## src/rtl/prf_int_busy_table_pkg.sv

```systemverilog
// Shared sizing constants and types for the integer physical-register busy table.
// Also provides the popcount helper used for the busy-register count.
package prf_int_busy_table_pkg;

    localparam int PRF_INT_SIZE       = 64;
    localparam int PRF_INT_INDEX_SIZE = $clog2(PRF_INT_SIZE);
    localparam int IQ_INT_SIZE        = 32;
    localparam int DISPATCH_WIDTH     = 4;
    localparam int ISSUE_WIDTH_INT    = 3;

    typedef logic [PRF_INT_INDEX_SIZE-1:0] prf_int_index_t;
    typedef logic [PRF_INT_SIZE-1:0]       prf_int_mask_t;
    typedef logic [PRF_INT_INDEX_SIZE:0]   prf_int_count_t;

    function automatic prf_int_count_t prf_int_popcount(input prf_int_mask_t vec);
        prf_int_count_t cnt;
        cnt = '0;
        for (int i = 0; i < PRF_INT_SIZE; i++) begin
            cnt = cnt + prf_int_count_t'(vec[i]);
        end
        return cnt;
    endfunction

endpackage

```

## src/rtl/prf_int_busy_table_if.sv

```systemverilog
// Bundle of set (rename/dispatch), clear (writeback) and query (issue queue)
// signals of the integer busy table; master drives requests, slave is the table.
interface prf_int_busy_table_if;
    import prf_int_busy_table_pkg::*;

    logic                                  clear_en;
    logic [DISPATCH_WIDTH-1:0]             alloc_valid;
    prf_int_index_t [DISPATCH_WIDTH-1:0]   alloc_index;
    logic [ISSUE_WIDTH_INT-1:0]            wb_valid;
    prf_int_index_t [ISSUE_WIDTH_INT-1:0]  wb_index;
    prf_int_index_t [IQ_INT_SIZE-1:0]      rs1_index;
    prf_int_index_t [IQ_INT_SIZE-1:0]      rs2_index;
    logic [IQ_INT_SIZE-1:0]                rs1_busy;
    logic [IQ_INT_SIZE-1:0]                rs2_busy;
    prf_int_count_t                        busy_count;

    modport master (
        output clear_en, alloc_valid, alloc_index, wb_valid, wb_index,
               rs1_index, rs2_index,
        input  rs1_busy, rs2_busy, busy_count
    );

    modport slave (
        input  clear_en, alloc_valid, alloc_index, wb_valid, wb_index,
               rs1_index, rs2_index,
        output rs1_busy, rs2_busy, busy_count
    );

endinterface

```

## src/rtl/prf_int_busy_table_decoder.sv

```systemverilog
// Turns N (valid, index) pairs into a one-hot OR mask over all physical registers.
// Duplicate indices simply OR together.
module prf_int_busy_decoder
    import prf_int_busy_table_pkg::*;
#(
    parameter int N = 4
) (
    input  logic [N-1:0]           valid_i,
    input  prf_int_index_t [N-1:0] index_i,
    output prf_int_mask_t          mask_o
);

    generate
        for (genvar gi = 0; gi < PRF_INT_SIZE; gi++) begin : g_reg
            logic [N-1:0] hit;
            for (genvar gk = 0; gk < N; gk++) begin : g_port
                assign hit[gk] = valid_i[gk] && (index_i[gk] == prf_int_index_t'(gi));
            end
            assign mask_o[gi] = |hit;
        end
    endgenerate

endmodule

```

## src/rtl/prf_int_busy_table.sv

```systemverilog
// Integer physical-register busy scoreboard: set on allocation, cleared on writeback.
// Define PRF_INT_BUSY_WB_BYPASS_EN to let same-cycle writebacks wake queries.
module prf_int_busy_table
    import prf_int_busy_table_pkg::*;
(
    input  logic                  clock,
    input  logic                  reset,
    prf_int_busy_table_if.slave   bus_if
);

    logic [PRF_INT_SIZE-1:1] busy_q;
    prf_int_mask_t           busy_vec;
    prf_int_mask_t           busy_d;
    prf_int_mask_t           set_mask;
    prf_int_mask_t           clr_mask;
    prf_int_mask_t           query_vec;
    prf_int_count_t          busy_count_q;
    prf_int_count_t          busy_count_d;

    prf_int_busy_decoder #(.N(DISPATCH_WIDTH)) u_alloc_dec (
        .valid_i (bus_if.alloc_valid),
        .index_i (bus_if.alloc_index),
        .mask_o  (set_mask)
    );

    prf_int_busy_decoder #(.N(ISSUE_WIDTH_INT)) u_wb_dec (
        .valid_i (bus_if.wb_valid),
        .index_i (bus_if.wb_index),
        .mask_o  (clr_mask)
    );

    // Register 0 has no storage: it is a constant-zero column of the table.
    assign busy_vec = {busy_q, 1'b0};

    // Set wins over clear: a reallocated register belongs to its new producer.
    always_comb begin
        busy_d       = set_mask | (busy_vec & ~clr_mask);
        busy_d[0]    = 1'b0;
        busy_count_d = prf_int_popcount(busy_d);
    end

    always_ff @(posedge clock) begin
        if (reset || bus_if.clear_en) begin
            busy_q       <= '0;
            busy_count_q <= '0;
        end else begin
            busy_q       <= busy_d[PRF_INT_SIZE-1:1];
            busy_count_q <= busy_count_d;
        end
    end

`ifdef PRF_INT_BUSY_WB_BYPASS_EN
    assign query_vec = busy_vec & ~clr_mask;
`else
    assign query_vec = busy_vec;
`endif

    generate
        for (genvar gi = 0; gi < IQ_INT_SIZE; gi++) begin : g_query
            assign bus_if.rs1_busy[gi] = query_vec[bus_if.rs1_index[gi]];
            assign bus_if.rs2_busy[gi] = query_vec[bus_if.rs2_index[gi]];
        end
    endgenerate

    assign bus_if.busy_count = busy_count_q;

endmodule

```

## src/flat_wrapper.sv

```systemverilog
// flat-port wrapper written by rule: the top's interface ports become plain ports
module prf_int_busy_table_flat import prf_int_busy_table_pkg::*;
  (clock, reset, bus_if_clear_en, bus_if_alloc_valid, bus_if_alloc_index, bus_if_wb_valid, bus_if_wb_index, bus_if_rs1_index, bus_if_rs2_index, bus_if_rs1_busy, bus_if_rs2_busy, bus_if_busy_count);
  prf_int_busy_table_if bus_if_i ();
  input  logic clock;
  input  logic reset;
  input wire logic [$bits(bus_if_i.clear_en)-1:0] bus_if_clear_en;
  input wire logic [$bits(bus_if_i.alloc_valid)-1:0] bus_if_alloc_valid;
  input wire logic [$bits(bus_if_i.alloc_index)-1:0] bus_if_alloc_index;
  input wire logic [$bits(bus_if_i.wb_valid)-1:0] bus_if_wb_valid;
  input wire logic [$bits(bus_if_i.wb_index)-1:0] bus_if_wb_index;
  input wire logic [$bits(bus_if_i.rs1_index)-1:0] bus_if_rs1_index;
  input wire logic [$bits(bus_if_i.rs2_index)-1:0] bus_if_rs2_index;
  output wire logic [$bits(bus_if_i.rs1_busy)-1:0] bus_if_rs1_busy;
  output wire logic [$bits(bus_if_i.rs2_busy)-1:0] bus_if_rs2_busy;
  output wire logic [$bits(bus_if_i.busy_count)-1:0] bus_if_busy_count;
  assign bus_if_i.clear_en = bus_if_clear_en;
  assign bus_if_i.alloc_valid = bus_if_alloc_valid;
  assign bus_if_i.alloc_index = bus_if_alloc_index;
  assign bus_if_i.wb_valid = bus_if_wb_valid;
  assign bus_if_i.wb_index = bus_if_wb_index;
  assign bus_if_i.rs1_index = bus_if_rs1_index;
  assign bus_if_i.rs2_index = bus_if_rs2_index;
  assign bus_if_rs1_busy = bus_if_i.rs1_busy;
  assign bus_if_rs2_busy = bus_if_i.rs2_busy;
  assign bus_if_busy_count = bus_if_i.busy_count;
  prf_int_busy_table u_core (.clock(clock), .reset(reset), .bus_if(bus_if_i));
endmodule
```

## config.mk

```make
export PLATFORM = sky130hd
export DESIGN_NAME = prf_int_busy_table_flat
export DESIGN_NICKNAME = d
export VERILOG_FILES = /design/src/rtl/prf_int_busy_table_pkg.sv /design/src/rtl/prf_int_busy_table_if.sv /design/src/rtl/prf_int_busy_table_decoder.sv /design/src/rtl/prf_int_busy_table.sv /design/src/flat_wrapper.sv
export SDC_FILE = /design/constraint.sdc
export NUM_CORES = 2
export LEC_CHECK = 0
export CORE_MARGIN = 4
export CORE_UTILIZATION = 35
export DETAILED_ROUTE_END_ITERATION = 12
export DONT_BUFFER_PORTS = 1
export SYNTH_ARGS = -nofsm -noshare
export SYNTH_HDL_FRONTEND = slang
export SYNTH_HIERARCHICAL = 1
export SYNTH_SLANG_ARGS = --single-unit
```

## constraint.sdc

```tcl
create_clock -name clock -period 10.15 [get_ports clock]
set_input_delay 2.03 -clock clock [delete_from_list [all_inputs] [get_ports clock]]
set_output_delay 2.03 -clock clock [all_outputs]
set_load 0.02 [all_outputs]
```

; ---- Yosys cells after proc, flatten, opt, wreduce, memory -nomap -nowiden
; Index checks and enable logic that the tools add are counted.
[op_classes]
n_reduce_logical = 584
magnitude_cmp = 64
n_mux = 128
n_eq_ne = 441
bitwise_logic = 3
add_sub_neg = 62
[ops]
columns = cell, count
row1 = $eq 6x6->1 const B, 224
row2 = $eq 6x5->1 const B, 112
row3 = $logic_and 1x1->1, 448
row4 = $lt 6x7->1 const B, 64
row5 = $add 7x1->7, 61
row6 = $bmux 1 s6, 64
row7 = $eq 6x4->1 const B, 56
row8 = $reduce_or 4->1, 64
row9 = $reduce_or 3->1, 64
row10 = $eq 6x3->1 const B, 28
row11 = $eq 6x2->1 const B, 14
row12 = $and 64x64->64, 1
row13 = $mux 1, 64
row14 = $not 64->64, 1
row15 = $or 64x64->64, 1
row16 = $eq 6x1->1 const B, 7
row17 = $logic_not 6->1, 7
row18 = $add 1x1->2, 1
row19 = $logic_or 1x1->1, 1
[totals]
inputBits = 436
regBits = 70

; ---- Depth between registers and ports, before layout
[logic_depth]
word_depth = 68
ltp_mapped = 27

; ---- By module
; Netlist, hierarchy kept.
[by_module_without_submodules]
columns = module, area_per_inst_um2, cells_per_inst, instances, seq_area_each_um2
row1 = prf_int_busy_table, 39619.2, 3611, 1, 1401.3
row2 = prf_int_busy_decoder at u_core.u_alloc_dec, 1963.1, 252, 1, 0.0
row3 = prf_int_busy_decoder at u_core.u_wb_dec, 1854.3, 283, 1, 0.0

; ---- Least setup slack after synthesis
; OpenSTA, ideal clock, no wires.
[synth_path]
path_kind = input -> register
from = in bus_if_alloc_valid[3]
to = reg u_core.busy_count_q[6], in the netlist u_core/bus_if.busy_count[6]
arrival_ns = 8.363
setup_time_ns = 0.065
setup_slack_ns = 1.722
required_time_ns = 10.085
cell_stages = 25
cell_sequence = and3_1 -> clkbuf_1 -> buf_2 -> a22oi_1 -> o221ai_1 -> a21o_1 -> fa_1 -> fa_1 -> fa_1 -> inv_1 -> fa_1 -> inv_1 -> fa_1 -> fa_1 -> fa_1 -> inv_1 -> fa_1 -> fa_1 -> fa_1 -> nor2b_1 -> o21ai_0 -> nand2b_1 -> a21o_1 -> a21oi_1 -> nor2_1
[synth_between]
word_cells_on_any_way = 189
[synth_lines]
columns = element, line_no
row1 = from (decl), flat_wrapper.sv:8  ; input wire logic [$bits(bus_if_i.alloc_valid)-1:0] bus_if_alloc_valid;
row2 = $logic_and 1x1->1, prf_int_busy_table_decoder.sv:17  ; assign hit[gk] = valid_i[gk] && (index_i[gk] == prf_int_index_t'(gi));
row3 = $reduce_or 4->1, prf_int_busy_table_decoder.sv:19  ; assign mask_o[gi] = |hit;
row4 = net u_core.set_mask[54], prf_int_busy_table.sv:14  ; prf_int_mask_t set_mask;
row5 = $or 64x64->64, prf_int_busy_table.sv:37  ; busy_d = set_mask | (busy_vec & ~clr_mask);
row6 = net u_core.busy_d[54], prf_int_busy_table.sv:13  ; prf_int_mask_t busy_d;
row7 = $add 7x1->7 (10 in series), prf_int_busy_table_pkg.sv:19  ; cnt = cnt + prf_int_count_t'(vec[i]);
row8 = to (signal assigned), prf_int_busy_table.sv:48  ; busy_count_q <= busy_count_d;
row9 = to (decl), prf_int_busy_table.sv:17  ; prf_int_count_t busy_count_q;
; The timed path passes the listed nets, and every way through them passes these cells.
; A chain may end at the register's enable or synchronous reset.

; ---- Final worst setup path
[layout_path]
from = in bus_if_alloc_index[22]
to = reg u_core.busy_count_q[6], in the netlist u_core/bus_if.busy_count[6]
[layout_between]
word_cells_on_any_way = 252
[layout_lines]
columns = element, line_no
row1 = from (decl), flat_wrapper.sv:9  ; input wire logic [$bits(bus_if_i.alloc_index)-1:0] bus_if_alloc_index;
row2 = $eq 6x6->1, prf_int_busy_table_decoder.sv:17
row3 = $logic_and 1x1->1, prf_int_busy_table_decoder.sv:17
row4 = $reduce_or 4->1, prf_int_busy_table_decoder.sv:19
row5 = net u_core.set_mask[46], prf_int_busy_table.sv:14
row6 = $or 64x64->64, prf_int_busy_table.sv:37
row7 = $add 7x1->7 (18 in series), prf_int_busy_table_pkg.sv:19
; The timed path passes the listed nets, and every way through them passes these cells.

==> run_results.csv <==
group,metric,value,unit
clocking,clkTransAtPathRegs,60,ps
clocking,cts.path.max_buffers,2,
route,drc_errors,0,
pwr,p_clk_share,23.6,%
timing,setup_violations,0,
placed_design,dp.cells,5096,
clocking,cts_root_buf,"clkbuf_16",
global_routing,antenna_found_initial,19,
global_routing,grt_first_pass_wirelength,297000,um
clocking,cts.htree.levels,3,
timing,setup_tns,0,ps
global_routing,grt_start_max_net_pins,65,
pwr,switching_share,36.9,%
timing,hold_viol,0,
pwr,power_frac_seq,21.6,%
timing,skew,7.01,ps
global_routing,grt_overflow,0,
pwr,power_leakage,14.7,nW
setup_path,end_kind,"flip-flop",
final_layout,stdcell_area,43300,um^2
final_layout,final_nets,3986,
hold_path,hold_class,"flip-flop to flip-flop",
die,ios,507,
die,die_h,360,um
route,wl,210000,um
clocking,cts_resized,0,
global_routing,grt_pass1_vias,39627,
clocking,clock_latency,350,ps
placed_design,dp_hpwl,129000,um
global_routing,track_usage,30.8,%
setup_path,crit_start,"bus_if_alloc_index[22]",
clocking,clock_sinks,70,
setup_path,worstReg2RegStart,"u_core/busy_q[46]$_SDFF_PP0_",
die,rows,128,
timing,grt_setup_unrepaired,"false",
clocking,cts_setup_buffers,0,
timing,relSlewSlack,9.43,%
clocking,holdBufCountCts,0,
logic_synthesis,synth.avg_cell_area,10.5,um^2
logic_synthesis,synth_nets,4645,
final_layout,register_area,1510,um^2
timing,fmax,0.115,GHz
run,cap_violations,0,
placed_design,numPortBuffers,0,
timing,fin_crit,8690,ps
final_layout,fin_cells,5123,
clocking,numCtsBuffers,9,
pwr,combPwrFrac,54.9,%
setup_path,path_max_fanout,16,
final_layout,multi_input_area,38000,um^2
pwr,power_density,32.8,nW/um^2
setup_path,rrSetupSlack,2930,ps
pwr,ir_drop,0.0629,mV
final_layout,layout-drive-gt1-share,36.5,%
route,vias_per_cell,8.08,
logic_synthesis,ys_warn_count,6,
clocking,cts_tree,"done",
status,outcome,"finished, final reports clean",
pwr,p_sw,0.000524,W
setup_path,worstPathArrival,8970,ps
logic_synthesis,syn_area,43400,um^2
setup_path,critPathRequiredTime,10430,ps
route,ant_nets,0,
final_layout,fillers,11982,
die,die_w,360,um
setup_path,cp-start-kind,"input pin",
timing,drv_slew,0,
route,drt-wirelength-per-cell,41.0,um
hold_path,min-delay-start,"u_core/busy_q[38]$_SDFF_PP0_",
timing,fin_crit_sh,85.6,%
die,die_area,130000,um^2
die,initial_core_util,35.4,%
route,drtIter0Drc,7012,
final_layout,area_delta_synth_final,-0.179,%
die,core,123000,um^2
route,detailroute.via_count,41370,
logic_synthesis,synth_cells,4141,
setup_path,crit_type,"input pin to flip-flop",
route,detail_route.first_pass.iterations,9,
timing,worst_slew_pin_slew,1360,ps
placed_design,gp_congestion,0.942,
placed_design,placed_area,43000,um^2
pwr,p_int,0.000896,W
pwr,total_power,0.00142,W
-- cell usage in the layout, fill, tap and decap left out, types with 54 or more instances in the layout --
cell and instances:
buf_4 117, o221ai_1 60, mux2i_1 274, nor2_1 77, mux4_2 929, mux4_1 54
nor3_1 107, inv_1 152, a22oi_1 144, nand3_1 90, nand2_1 324, o21ai_1 65
a21oi_1 194, mux2_2 92
-- metal layers --
metal / vias up / global-route usage, % / wire length (um)
met5: - / 0.145 / 0
met1: 20752 / 39.1 / 72500
met4: 0 / 12.1 / 10300
met2: 4364 / 46.0 / 90600
li1: 15529 / - / -
met3: 725 / 13.8 / 36500
-- flip-flops by register name, summed over array words and instances (netlist names) --
signal,flops
u_core/bus_if.busy_count,7
u_core/busy_q,63
-- through the flow --
stage          setup slack [ps]  utilization [%]  hold WS (ps)
3_5_place_dp               1150             35.1           530
5_1_grt                    1140             35.3           586
6_report                   1460             35.4           546
3_3_place_gp               1200             35.1           525
4_1_cts                    1520             35.3           544
2_1_floorplan              1720                -           937
-- power groups by stage --
stage	Sequential, W	Clock [W]	Combinational, W
floorplan	0.000294	0	0.000808
global placement	0.000311	0	0.000758
detailed placement	0.000311	0	0.000763
CTS	0.000305	0.000337	0.000767
global route	0.000307	0.000348	0.000832
finish	0.000306	0.000335	0.000779
-- worst paths after layout --
check | depth (start not counted) | end
min reg2reg | 2 | u_core/busy_q[38]$_SDFF_PP0_
max reg2reg | 21 | u_core/bus_if.busy_count[6]$_SDFF_PP0_
max | 24 | u_core/bus_if.busy_count[6]$_SDFF_PP0_
min | 2 | u_core/busy_q[38]$_SDFF_PP0_
-- cell type report --
| type | instances | share of cell area (%) |
|---|---|---|
| Antenna cell | 11 | 0.0635 |
| Clock buffer | 9 | 0.520 |
| Clock inverter | 7 | 0.185 |
| Inverter | 152 | 1.32 |
| Multi-Input combinational cell | 3132 | 87.7 |
| Sequential cell | 70 | 3.47 |
| Tap cell | 1625 | 4.69 |
| Timing Repair Buffer | 117 | 2.03 |
-- critical path, stage by stage --
cell and delay [ps]:
and3b_1 630, a22oi_1 200, o221ai_1 200, a21oi_1 130, fa_1 600, inv_1 60
fa_1 540, inv_1 60, fa_1 520, inv_1 50, fa_1 460, fa_1 560
fa_1 420, fa_1 490, inv_1 50, fa_1 450, fa_1 420, fa_1 440
nor2b_1 160, o21ai_0 90, nand2b_1 110, a21o_1 120, a21oi_1 60, nor2_1 90
Note: power is estimated with default switching activity, not from simulation.
